$ cat src/rtl/stopwatch_ctrl.sv
// Stopwatch front-end: two-flop synchronisers, per-button debouncers and a
// start/pause/clear FSM driving the counter's run level and clear pulse.
module stopwatch_ctrl #(
   parameter int unsigned DB_COUNT = 500000
) (
   input  logic       clock,
   input  logic       reset,
   input  logic       btn_start,
   input  logic       btn_clear,
   output logic       start,
   output logic       clear,
   output logic [1:0] state
);

   localparam int unsigned CNT_W = (DB_COUNT < 2) ? 1 : $clog2(DB_COUNT + 1);
   localparam logic [CNT_W-1:0] CNT_LAST = CNT_W'(DB_COUNT - 1);

   // Bit 0 is the start button, bit 1 the clear button.
   localparam int unsigned BTN_START = 0;
   localparam int unsigned BTN_CLEAR = 1;

   typedef enum logic [1:0] {
      ST_IDLE    = 2'b00,
      ST_RUNNING = 2'b01,
      ST_PAUSED  = 2'b10
   } state_e;

   logic [1:0]            btn_raw;
   logic [1:0]            sync1_q, sync1_d;
   logic [1:0]            sync2_q, sync2_d;
   logic [1:0]            db_q, db_d;
   logic [1:0]            db_prev_q, db_prev_d;
   logic [1:0][CNT_W-1:0] cnt_q, cnt_d;
   logic [1:0]            press;
   logic                  press_start;
   logic                  press_clear;
   state_e                state_q, state_d;
   logic                  clear_q, clear_d;

   assign btn_raw = {btn_clear, btn_start};

   // Synchronisers and debouncers
   always_comb begin
      sync1_d   = btn_raw;
      sync2_d   = sync1_q;
      db_d      = db_q;
      db_prev_d = db_q;
      cnt_d     = cnt_q;
      for (int unsigned i = 0; i < 2; i++) begin
         if (sync2_q[i] == db_q[i]) begin
            cnt_d[i] = '0;
         end else if (cnt_q[i] == CNT_LAST) begin
            db_d[i]  = sync2_q[i];
            cnt_d[i] = '0;
         end else begin
            cnt_d[i] = cnt_q[i] + CNT_W'(1);
         end
      end
   end

   // Rising edge of the debounced level, valid the cycle after it changes.
   assign press       = db_q & ~db_prev_q;
   assign press_start = press[BTN_START];
   assign press_clear = press[BTN_CLEAR];

   // Start/stop/clear FSM; clear wins in IDLE/PAUSED, start wins in RUNNING.
   always_comb begin
      state_d = state_q;
      clear_d = 1'b0;
      case (state_q)
         ST_IDLE: begin
            if (press_clear) begin
               clear_d = 1'b1;
            end else if (press_start) begin
               state_d = ST_RUNNING;
            end
         end
         ST_RUNNING: begin
            if (press_start) begin
               state_d = ST_PAUSED;
            end
         end
         ST_PAUSED: begin
            if (press_clear) begin
               state_d = ST_IDLE;
               clear_d = 1'b1;
            end else if (press_start) begin
               state_d = ST_RUNNING;
            end
         end
         default: begin
            state_d = ST_IDLE;
         end
      endcase
   end

   always_ff @(posedge clock or negedge reset) begin
      if (!reset) begin
         sync1_q   <= '0;
         sync2_q   <= '0;
         db_q      <= '0;
         db_prev_q <= '0;
         cnt_q     <= '0;
         state_q   <= ST_IDLE;
         clear_q   <= 1'b0;
      end else begin
         sync1_q   <= sync1_d;
         sync2_q   <= sync2_d;
         db_q      <= db_d;
         db_prev_q <= db_prev_d;
         cnt_q     <= cnt_d;
         state_q   <= state_d;
         clear_q   <= clear_d;
      end
   end

   assign start = (state_q == ST_RUNNING);
   assign clear = clear_q;
   assign state = state_q;

endmodule

$ cat config.mk
export PLATFORM = sky130hd
export DESIGN_NAME = stopwatch_ctrl
export DESIGN_NICKNAME = d
export VERILOG_FILES = /design/src/rtl/stopwatch_ctrl.sv
export SDC_FILE = /design/constraint.sdc
export NUM_CORES = 1
export LEC_CHECK = 0
export CORE_MARGIN = 2
export CORE_UTILIZATION = 50
export CTS_BUF_LIST = sky130_fd_sc_hd__clkbuf_8
export DETAILED_ROUTE_END_ITERATION = 10
export MAX_ROUTING_LAYER = met4
export PLACE_DENSITY = 0.67
export SETUP_SLACK_MARGIN = 0.3
export SYNTH_ARGS = -nofsm -noshare
export SYNTH_HDL_FRONTEND = slang
export SYNTH_SLANG_ARGS = --single-unit
$ cat constraint.sdc
create_clock -name clock -period 6.45 [get_ports clock]
set_clock_uncertainty 0.05 [all_clocks]
set_input_delay 1.29 -clock clock [delete_from_list [all_inputs] [get_ports clock]]
set_output_delay 1.29 -clock clock [all_outputs]
set_load 0.005 [all_outputs]
======== Word level (Yosys, flattened, before mapping) ========
Cells that the tools add are included.
cells by class
  add/subtract/negate cells ............... 2
  equal/unequal tests ..................... 8
  multiplexer cells ....................... 11
  bitwise operators ....................... 4
  reduce and logical (&&, ||, !) cells .... 5
operators by type and width
  operator               number
  $mux 19                4
  $add 19x1->19 const B  2
  $eq 19x19->1 const B   2
  $mux 2                 4
  $pmux 2 s3             1
  $reduce_and 2->1       3
  $and 2x2->2            1
  $eq 1x1->1             2
  $eq 2x1->1 const B     1
  $eq 2x2->1 const B     1
  $logic_not 2->1        1
  $mux 1                 2
  $ne 2x1->1 const B     1
  $ne 2x2->1 const B     1
  $not 1->1              2
  $not 2->2              1
  $reduce_or 2->1        1
word-level totals
  register bits ........................... 49
  input bits .............................. 4
  output and inout bits ................... 4
  word-level logic and storage cells ...... 39

======== Logic depth before layout (Yosys ltp) ========
  word-level depth ........................ 5
  depth in mapped cells ................... 6
  mapped depth without buffers ............ 5

======== Least setup slack after synthesis ========
Ideal clock, no wire load.
  kind .................................... register to register
  start point ............................. reg cnt_q[30] (netlist name)
  end point ............................... reg db_q[1], in the netlist db_prev_d[1]
  setup time .............................. 125 ps
  arrival ................................. 1942 ps
  slack ................................... 4333 ps
  stages on the path, launching flop included .. 5
  clock period less this slack ............ 2117 ps
  cells stage by stage .................... dfrtp_1 -> or4_1 -> or4_4 -> nor2_2 -> mux2_2
between the ends
  word-level cells in the longest chain between the ends .. 2
RTL lines
  item                               RTL line  RTL
  from (decl)                        33        logic [1:0][CNT_W-1:0] cnt_q, cnt_d;
  from (signal assigned)             111       cnt_q <= cnt_d;
  $eq 19x19->1                       52        end else if (cnt_q[i] == CNT_LAST) begin
  $reduce_and 2->1 (no source line)  --
  to (signal assigned)               101       db_q <= '0;
  to (signal assigned)               109       db_q <= db_d;
  to (decl)                          31        logic [1:0] db_q, db_d;
Every way passes these cells.
A chain may end at the register's enable or synchronous reset.

======== Worst setup path after layout ========
  start point ............................. reg state_q[1], in the netlist state[1]
  end point ............................... out start
between the ends
  word-level cells in the longest chain between the ends .. 1
RTL lines
  item                    RTL line  RTL
  from (decl)             37        state_e state_q, state_d;
  from (signal assigned)  112       state_q <= state_d;
  $eq 2x1->1              117       assign start = (state_q == ST_RUNNING);
  to (decl)               10        output logic start,
Every way passes these cells.

==> results.ini <==
[run_status]
status = finished, final reports clean

[clocking]
cts_root_buf = clkbuf_8
worstSkewPairLatency_ns = 0.31
cts.sinks = 49
cts_buffer_depth = 2
cts_tree = done
cts_resized = 0
cts_made_buffers = 5
cts_hold_buf = 0
clk_pin_slew_ns = 0.09
htree_levels = 2
postCtsSetupRepairBufs = 0

[drt]
viasPerCell = 5.38
drt_iter0_markers = 32
wl_per_cell_um = 13.6
first_pass_iters = 4
drt-total-wl_um = 3940
vias = 1566
final_antenna_net_count = 0
route.detailed.drc = 0

[min_path]
worstHoldStart = sync1_q[1]
worstHoldPathType = flip-flop to flip-flop
holdPathStages = 0
min_to = sync2_q[1]

[logic_synthesis]
syn-num-nets = 232
ys_seq_elements = 49
yosysSeqAreaShare_pct = 53.2
syn_avg_cell_area_um2 = 10.2
syn_inst = 226
synth-warning-count = 0
synthDistinctLibCells = 36
syn_area_um2 = 2300

[floorplanning]
initial_core_util_pct = 52.5
num_io_pins = 8
coreArea_um2 = 4380
die_area_um2 = 5170
die_w_um = 71.9
rows = 24
die_height_um = 71.9

[placement]
gp_congestion = 0.832
dpl.hpwl_um = 2710
port_buffers = 7
pre_cts_ws_ns = 4.02
dp_cells = 283

[critical_path]
r2r_slack_ns = 4.10
crit_required_ns = 5.11
rr_worst_depth = 5
critPathMaxFanout = 3
worstReg2RegEnd = cnt_q[10]
worstSetupPathType = flip-flop to primary output
cp-end-kind = primary output
timing.rr.start = cnt_q[0]
start_kind = flip-flop
crit_arrival_ns = 1.41

[pwr]
irDropWorstVdd_mv = 0.137
sw_frac_of_total_pct = 22.6
power_frac_comb_pct = 3.3
pwr-share-seq_pct = 56.1
p_int_uw = 436
powerDensity_nw_per_um2 = 222
p_clk_share_pct = 40.6
leakage_uw = 0.00102
power_switching_uw = 127

[global_route]
grt_pass1_wl_um = 6950
grt-ovfl-total = 0
grt_use_total_pct = 18.0
antenna_found_initial = 0
grt_pass1_vias = 1525
grt_max_degree = 50

[sta]
tns_ns = 0
finalHoldViolCount = 0
max_freq_mhz = 363
whs_ns = 0.306
slew_headroom_pct = 30.5
slew_viol_final = 0
setup_viol = 0
worst_slew_pin_slew_ns = 1.04
fin_crit_sh_pct = 42.7
setup_slack_ns = 3.70
period_needed_ns = 2.75
rsz0062_at_grt = false

[flow_run]
cap_violations = 0

[final_layout]
nets = 244
finalNonFillerCells = 291
area_growth_pct = 10.3
antennaDiodeCount = 0
drive_gt1_share_pct = 7.53

[critical path: stages (launching register included)]
cell	delay, ns
dfrtp_1	0.39
nand2b_1	0.16
inv_1	0.07
clkdlybuf4s50_1	0.49
[layer usage]
| metal | GRT usage [%] | part of all wire, % |
|---|---|---|
| met1 | 22.7 | 50 |
| met3 | 4.22 | 2.4 |
| met2 | 28.0 | 46 |
| met4 | 7.34 | 1.8 |
| met5 | - | 0 |
[stage by stage]
step                      utilization, %  instance area (µm²)  power (µW)
after floorplan                        -                 2300         331
after global placement              55.2                 2420         341
after detailed placement            55.2                 2420         341
after CTS                           57.9                 2540         573
after global routing                57.9                 2540         586
final                               57.9                 2540         563
[layout make-up]
class	count	area, µm²
clock buffer	5	68.8
sequential	49	1230
timing repair buffer	8	72.6
fill	368	1840
inverter	9	33.8
clock inverter	3	50.0
multi-input combinational	165	1020
tap	52	65.1
[cell usage in the layout (no fill, tap or decap), types with 2 or more instances in the layout]
cell type and instances:
clkbuf_8 5, xnor2_1 26, ha_1 2, clkdlybuf4s50_1 6, and4_1 3, inv_1 9, and3_1 2, o21ai_0 2
mux2i_1 2, a21oi_1 3, or2_2 2, or4_1 2, and2_1 2, nand2b_1 5, nand2_1 14, dfrtp_1 49
nand3_1 15, mux2_2 2, xor2_1 5, nand4_1 8, nor2_1 38, nor3_1 8, nor4_1 12
[cells in the mapped netlist]
cell       n  area [µm²]
and2_1     2        12.5
a21o_1     1        7.51
o21ai_0    2        10.0
xnor2_1   26         228
or4b_1     1        10.0
mux2_2     2        22.5
o22ai_1    1        6.26
nand4_1    8        50.1
o41ai_2    1        16.3
nand2b_1   5        31.3
buf_2      1        5.00
buf_6      1        11.3
mux2i_1    2        20.0
nor2_2     1        6.26
nor4b_1    1        8.76
or2_2      2        12.5
nor3_1     8        40.0
nor2b_1    1        6.26
nor4bb_1   1        10.0
nand2_1   14        52.6
ha_1       2        25.0
and3_1     2        12.5
dfrtp_1   49        1230
nor2_1    38         143
nand3b_1   1        7.51
nand3_1   15        75.1
clkbuf_1   1        3.75
or4_4      1        11.3
inv_1      9        33.8
xor2_1     5        43.8
o31ai_1    1        7.51
o21ai_4    1        16.3
or4_1      2        15.0
and4_1     3        26.3
nor4_1    12        75.1
a21oi_1    3        15.0
[registers in the layout (all words and copies together), names as in the netlist]
name and cells:
clear 1, cnt_q 38, db_prev_d 2, db_prev_q 2, state 2, sync1_q 2
sync2_q 2
[worst max path at each step]
stage	cells after the start	from	end
after detailed placement	3	state[1]	start
after floorplan	4	cnt_q[30]	db_prev_d[1]
after global placement	3	state[1]	start
after global routing	3	state[1]	start
final	3	state[1]	start
after CTS	3	state[1]	start
[cell families (layout without fill, tap and decap cells)]
kind of cell	after synthesis	after routing	share of synthesized area, %
adders and majority gates	2	2	1.09
AOI/OAI and AO/OA	10	10	3.42
and+or+nand+nor	118	118	26.3
muxes	4	4	1.85
xor gates and xnor gates	31	31	11.8
buffers and inverters	12	25	2.34
DFF	49	49	53.2
[power by group through the flow]
stage / combinational (µW) / sequential (µW) / clock (µW)
4_1_cts: 19.5 / 316 / 237
3_5_place_dp: 19.3 / 322 / 0
6_report: 18.5 / 316 / 229
3_3_place_gp: 19.3 / 322 / 0
2_1_floorplan: 10.6 / 320 / 0
5_1_grt: 22.2 / 317 / 247
Power figures use the tool's default switching activity.
